**src/rtl/csr_sequencer.sv**
```systemverilog
// Zicsr issue controller: sequences CSR read/write/xret strobes, raises illegal-instruction traps.
// Accept->resp_valid: 3 cycles read+write, 2 otherwise; req_ready only in IDLE, no resp backpressure.
module csr_sequencer (
  input  logic        phi2,
  input  logic        rst,
  input  logic        req_valid,
  output logic        req_ready,
  input  logic [2:0]  funct3,
  input  logic [1:0]  xret,
  input  logic [11:0] addr_in,
  input  logic [63:0] rs1_val,
  input  logic [4:0]  uimm,
  input  logic        rd_zero,
  input  logic        rs1_zero,
  input  logic [63:0] pc,
  input  logic [1:0]  priv_level,
  input  logic        medeleg_ill,
  output logic        csr_read,
  output logic        csr_write,
  output logic        mret,
  output logic        sret,
  output logic [11:0] csr_addr,
  output logic [63:0] csr_wdata,
  input  logic [63:0] csr_rdata,
  input  logic        csr_invalid,
  output logic        take_trap,
  output logic        trap_to_s,
  output logic [63:0] trap_cause,
  output logic [63:0] trap_pc,
  output logic        resp_valid,
  output logic        resp_trap,
  output logic [63:0] rd_value
);

  typedef enum logic [2:0] {IDLE, READ, WRITE, XRET, TRAP, DONE} state_t;

  state_t      state, state_nxt;
  logic [2:0]  op_q;
  logic [1:0]  xret_q;
  logic [11:0] addr_q;
  logic [63:0] rs1_q;
  logic [4:0]  uimm_q;
  logic        rs1_zero_q;
  logic [63:0] pc_q;
  logic [63:0] old_q;
  logic        trapped_q;

  logic        in_is_xret, in_reserved, in_is_rw;
  logic        wr_needed;
  logic [63:0] src;
  logic [63:0] wdata;

  assign in_is_xret  = (funct3 == 3'b000) && ((xret == 2'b01) || (xret == 2'b10));
  assign in_reserved = ((funct3 == 3'b000) && !in_is_xret) || (funct3 == 3'b100);
  assign in_is_rw    = (funct3[1:0] == 2'b01);

  assign wr_needed = (op_q[1:0] == 2'b01) || !rs1_zero_q;
  assign src       = op_q[2] ? {59'b0, uimm_q} : rs1_q;

  always_comb begin
    case (op_q[1:0])
      2'b10:   wdata = old_q | src;
      2'b11:   wdata = old_q & ~src;
      default: wdata = src;
    endcase
  end

  always_ff @(posedge phi2 or negedge rst) begin
    if (!rst) begin
      state      <= IDLE;
      op_q       <= 3'b0;
      xret_q     <= 2'b0;
      addr_q     <= 12'b0;
      rs1_q      <= 64'b0;
      uimm_q     <= 5'b0;
      rs1_zero_q <= 1'b0;
      pc_q       <= 64'b0;
      old_q      <= 64'b0;
      trapped_q  <= 1'b0;
    end else begin
      state <= state_nxt;
      if (state == IDLE && req_valid) begin
        op_q       <= funct3;
        xret_q     <= xret;
        addr_q     <= addr_in;
        rs1_q      <= rs1_val;
        uimm_q     <= uimm;
        rs1_zero_q <= rs1_zero;
        pc_q       <= pc;
        old_q      <= 64'b0;
        trapped_q  <= 1'b0;
      end
      if (state == READ) old_q <= csr_rdata;
      if (take_trap) trapped_q <= 1'b1;
    end
  end

  always_comb begin
    state_nxt  = state;
    req_ready  = 1'b0;
    csr_read   = 1'b0;
    csr_write  = 1'b0;
    mret       = 1'b0;
    sret       = 1'b0;
    csr_addr   = 12'b0;
    csr_wdata  = 64'b0;
    take_trap  = 1'b0;
    resp_valid = 1'b0;
    resp_trap  = 1'b0;
    rd_value   = 64'b0;
    case (state)
      IDLE: begin
        req_ready = 1'b1;
        if (req_valid) begin
          if (in_is_xret)                state_nxt = XRET;
          else if (in_reserved)          state_nxt = TRAP;
          else if (in_is_rw && rd_zero)  state_nxt = WRITE;
          else                           state_nxt = READ;
        end
      end
      READ: begin
        csr_read = 1'b1;
        csr_addr = addr_q;
        if (csr_invalid) begin
          take_trap = 1'b1;
          state_nxt = DONE;
        end else begin
          state_nxt = wr_needed ? WRITE : DONE;
        end
      end
      WRITE: begin
        // the CSR file suppresses the update itself when it flags the access
        csr_write = 1'b1;
        csr_addr  = addr_q;
        csr_wdata = wdata;
        take_trap = csr_invalid;
        state_nxt = DONE;
      end
      XRET: begin
        if (xret_q == 2'b10) begin
          if (priv_level == 2'b11) mret = 1'b1;
          else                     take_trap = 1'b1;
        end else begin
          if (priv_level != 2'b00) sret = 1'b1;
          else                     take_trap = 1'b1;
        end
        state_nxt = DONE;
      end
      TRAP: begin
        take_trap = 1'b1;
        state_nxt = DONE;
      end
      DONE: begin
        resp_valid = 1'b1;
        resp_trap  = trapped_q;
        rd_value   = trapped_q ? 64'b0 : old_q;
        state_nxt  = IDLE;
      end
      default: state_nxt = IDLE;
    endcase
  end

  assign trap_cause = take_trap ? 64'd2 : 64'd0;
  assign trap_pc    = take_trap ? pc_q : 64'd0;
  assign trap_to_s  = take_trap && medeleg_ill && (priv_level != 2'b11);

endmodule

```
**config.mk**
```make
export PLATFORM = sky130hd
export DESIGN_NAME = csr_sequencer
export DESIGN_NICKNAME = d
export VERILOG_FILES = /design/src/rtl/csr_sequencer.sv
export SDC_FILE = /design/constraint.sdc
export NUM_CORES = 1
export LEC_CHECK = 0
export ABC_CLOCK_PERIOD_IN_PS = 2400
export BUFFER_PORTS_ARGS = -buffer_cell sky130_fd_sc_hd__buf_2
export CORE_AREA = 2 2 197 199
export DETAILED_ROUTE_END_ITERATION = 7
export DIE_AREA = 0 0 199 201
export SLEW_MARGIN = 40
export SYNTH_ARGS = -nofsm -noshare
export SYNTH_HDL_FRONTEND = slang
export SYNTH_SLANG_ARGS = --single-unit
```
**constraint.sdc**
```tcl
create_clock -name phi2 -period 2.4 [get_ports phi2]
set_input_delay 0.6 -clock phi2 [delete_from_list [all_inputs] [get_ports phi2]]
set_output_delay 0.6 -clock phi2 [all_outputs]
set_load 0.005 [all_outputs]
```
==> flow_metrics.tcl <==
set metrics [dict create \
    clock-sinks 219 \
    grt_overflow 0 \
    wirelength_mm 43.8 \
    min_to "pc_q[23]$_DFFE_PN0P_" \
    use_met1_pct 27.3 \
    grt_pass1_vias 10762 \
    clkTransAtPathRegs_ns 0.06 \
    clk_latency_ns 0.54 \
    synth_top_family_by_area "simple AND/OR/NAND/NOR gates" \
    critPathCaptureType "output pin" \
    fin_skew_ns 0.0104 \
    period_share_pct 119 \
    cts_max_level 1 \
    cp_data_arrival_time_ns 2.25 \
    violations "setup timing" \
    p_leak_nw 8.72 \
    first_pass_iters 5 \
    rsz0062_at_grt "true" \
    max_freq_mhz 351 \
    cap_violations 0 \
    whs_path_depth 3 \
    synth-main-ff-cell "dfrtp_1" \
    r2r-end "old_q[46]$_DFFE_PN0P_" \
    path_max_fanout 6 \
    synth_cell_types 30 \
    fp-row-count 72 \
    syn_avg_cell_area_um2 7.95 \
    ys_seq_area_share_pct 48.8 \
    via_per_inst 4.65 \
    fin_ws_ns -0.448 \
    synthCells 1413 \
    die-area_um2 40000 \
    clockRootBuffer "clkbuf_16" \
    synth_seq_cells 219 \
    reg2reg_from "state[2]$_DFFE_PN0P_" \
    slew_headroom_pct 59.8 \
    final-setup-viol-count 208 \
    use_met2_pct 34.3 \
    antenna_found_initial 4 \
    worstSetupStartpointType "flop" \
    dpl_worst_slack_ns -0.0365 \
    final_nets 2099 \
    antenna_left 0 \
    drtIter0Drc 570 \
    synth_edf_count 0 \
    async_flop_share_pct 100 \
    core_area_um2 38100 \
    dpl_cell_area_um2 14000 \
    p_per_area_nw_per_um2 1280 \
    final_area_um2 16500 \
    synth_xor_area_share_pct 0.156 \
    ys_warn_count 0 \
    place_inst 2302 \
    vdd.ir_drop.worst_uv 689 \
    drive_gt1_share_pct 35.7 \
    die_width_um 199 \
    place_congestion 0.836 \
    grt_pass1_wl_mm 63.8 \
    die_y_um 201 \
    grt_max_degree 112 \
    area_delta_synth_final_pct 47.2 \
    cts_tree "built" \
    drt-wirelength-per-cell_um 18.2 \
    final_cells 2412 \
    synthSimpleGateAreaFrac_pct 33.8 \
    dpl.hpwl_mm 26.5 \
    via_count 11221 \
    fin_util_pct 43.4 \
    clk_path_buf_depth 3 \
    synthAdderAreaFrac_pct 0 \
    period_minus_slack_ns 2.85 \
    cts_inserted_buffers 27 \
    muxShareOfSynthArea_pct 0.445 \
    io_pins 500 \
    synth_compound_area_share_pct 8.81 \
    hold_start "pc[23]" \
    slew_violations 0 \
    hold-worst-slack_ns 0.248 \
    r2r_slack_ns 0.43 \
    status "finished, violations left" \
    drcViolationCount 0 \
    tightest_slew_ns 0.603 \
    busiest_layer "met2" \
    reg2reg_depth 6 \
    hp-class "input pin to flop" \
    port_buffers 436 \
    track_usage_pct 20.8 \
    required_ns 1.80 \
    path_class "flop to output pin" \
    start_util_pct 29.5 \
    use_met3_pct 4.60 \
    netlist_area_um2 11200 \
    hold_viol_final 0 \
]
-- metal layers --
layer / part of all wire [%] / vias up
met4: 2.6 / 6
met5: 0.091 / -
li1: - / 5300
met2: 48 / 453
met3: 7.3 / 77
met1: 42 / 5385
-- worst max path at each step --
stage,startpoint,to,slack [ns]
final,state[1]$_DFFE_PN0P_,trap_pc[11],-0.45
after global placement,csr_invalid,trap_cause[1],0.01
after floorplan,state[1]$_DFFE_PN0P_,trap_cause[1],0.02
after CTS,state[1]$_DFFE_PN0P_,trap_pc[11],-0.49
after global routing,state[1]$_DFFE_PN0P_,trap_pc[2],-0.59
after detailed placement,csr_invalid,take_trap,-0.04
-- cell type report --
type / instances / area [µm²]
Tap cell: 518 / 648
Clock buffer: 43 / 776
Inverter: 5 / 23.8
Sequential cell: 219 / 5490
Fill cell: 3846 / 21600
Clock inverter: 2 / 17.5
Timing Repair Buffer: 534 / 3890
Multi-Input combinational cell: 1089 / 5700
Antenna cell: 2 / 5.00
-- worst max-delay path, stage by stage, from the launching register on --
cell and delay [ns]:
dfrtp_1 0.41, buf_6 0.14, nor4bb_4 0.26, a221o_1 0.20, a21oi_4 0.05, buf_6 0.15, buf_6 0.12, buf_12 0.13
nor2b_2 0.13, buf_2 0.12
-- Yosys cell counts (2+ instances only) --
master	number	area [µm²]
a32oi_1	59	517
nor2_1	64	240
a21oi_1	8	40.0
nand2_1	594	2230
clkbuf_1	78	293
buf_4	67	503
nor3_1	3	15.0
xnor2_1	2	17.5
dfrtp_1	219	5480
nor2b_1	67	419
o21ai_0	73	365
nand2b_1	62	388
buf_1	4	15.0
and2_1	78	488
inv_1	4	15.0
buf_2	13	65.1
mux2i_1	5	50.1
-- power by group --
group          total (W)  internal (W)  switching (W)
combinational     0.0105       0.00507        0.00543
clock            0.00378       0.00219        0.00159
sequential       0.00687       0.00540        0.00146
-- cell families (layout without fill, tap and decap cells) --
family / Yosys count / after routing
compound gates: 148 / 148
xor+xnor: 2 / 2
buf+inv: 167 / 584
flops: 219 / 219
mux: 5 / 5
other cells: 1 / 65
simple gates: 871 / 871
-- through the flow --
stage	TNS, ns	power, W
after floorplan	0	0.0110
after global placement	0	0.0138
after detailed placement	-0.162	0.0140
after CTS	-68.25	0.0209
after global routing	-78.52	0.0226
final	-57.63	0.0211
-- repair_timing --
action                     in CTS  in global routing
gates cloned                   27                  3
pin swaps                      33                 34
gates resized for setup       103                 73
buffers inserted               36                  9
hold buffers                    0                  1
setup endpoints to repair     199                210
hold endpoints to repair        0                  1
-- placed cells by master (no fill, tap or decap), types with 3 or more instances in the layout --
master	count
a21oi_1	4
a21oi_2	3
a32oi_1	35
a32oi_2	23
and2_1	66
and2_4	12
buf_12	32
buf_16	19
buf_2	433
buf_4	26
buf_6	12
buf_8	4
clkbuf_1	12
clkbuf_16	30
clkbuf_8	4
conb_1	63
dfrtp_1	214
dfrtp_2	5
mux2i_2	3
nand2_1	591
nand2b_1	42
nand2b_4	20
nor2_1	52
nor2_2	10
nor2b_1	49
nor2b_2	9
nor2b_4	9
nor3_1	3
o21ai_0	68
o21ai_1	3
-- state kept, by name, summed over array words and instances, names as in the netlist --
name	cells
old_q	64
pc_q	64
rs1_q	64
addr_q	12
uimm_q	5
op_q	3
state	3
xret_q	2
rs1_zero_q	1
trapped_q	1
Power figures use the tool's default switching activity.
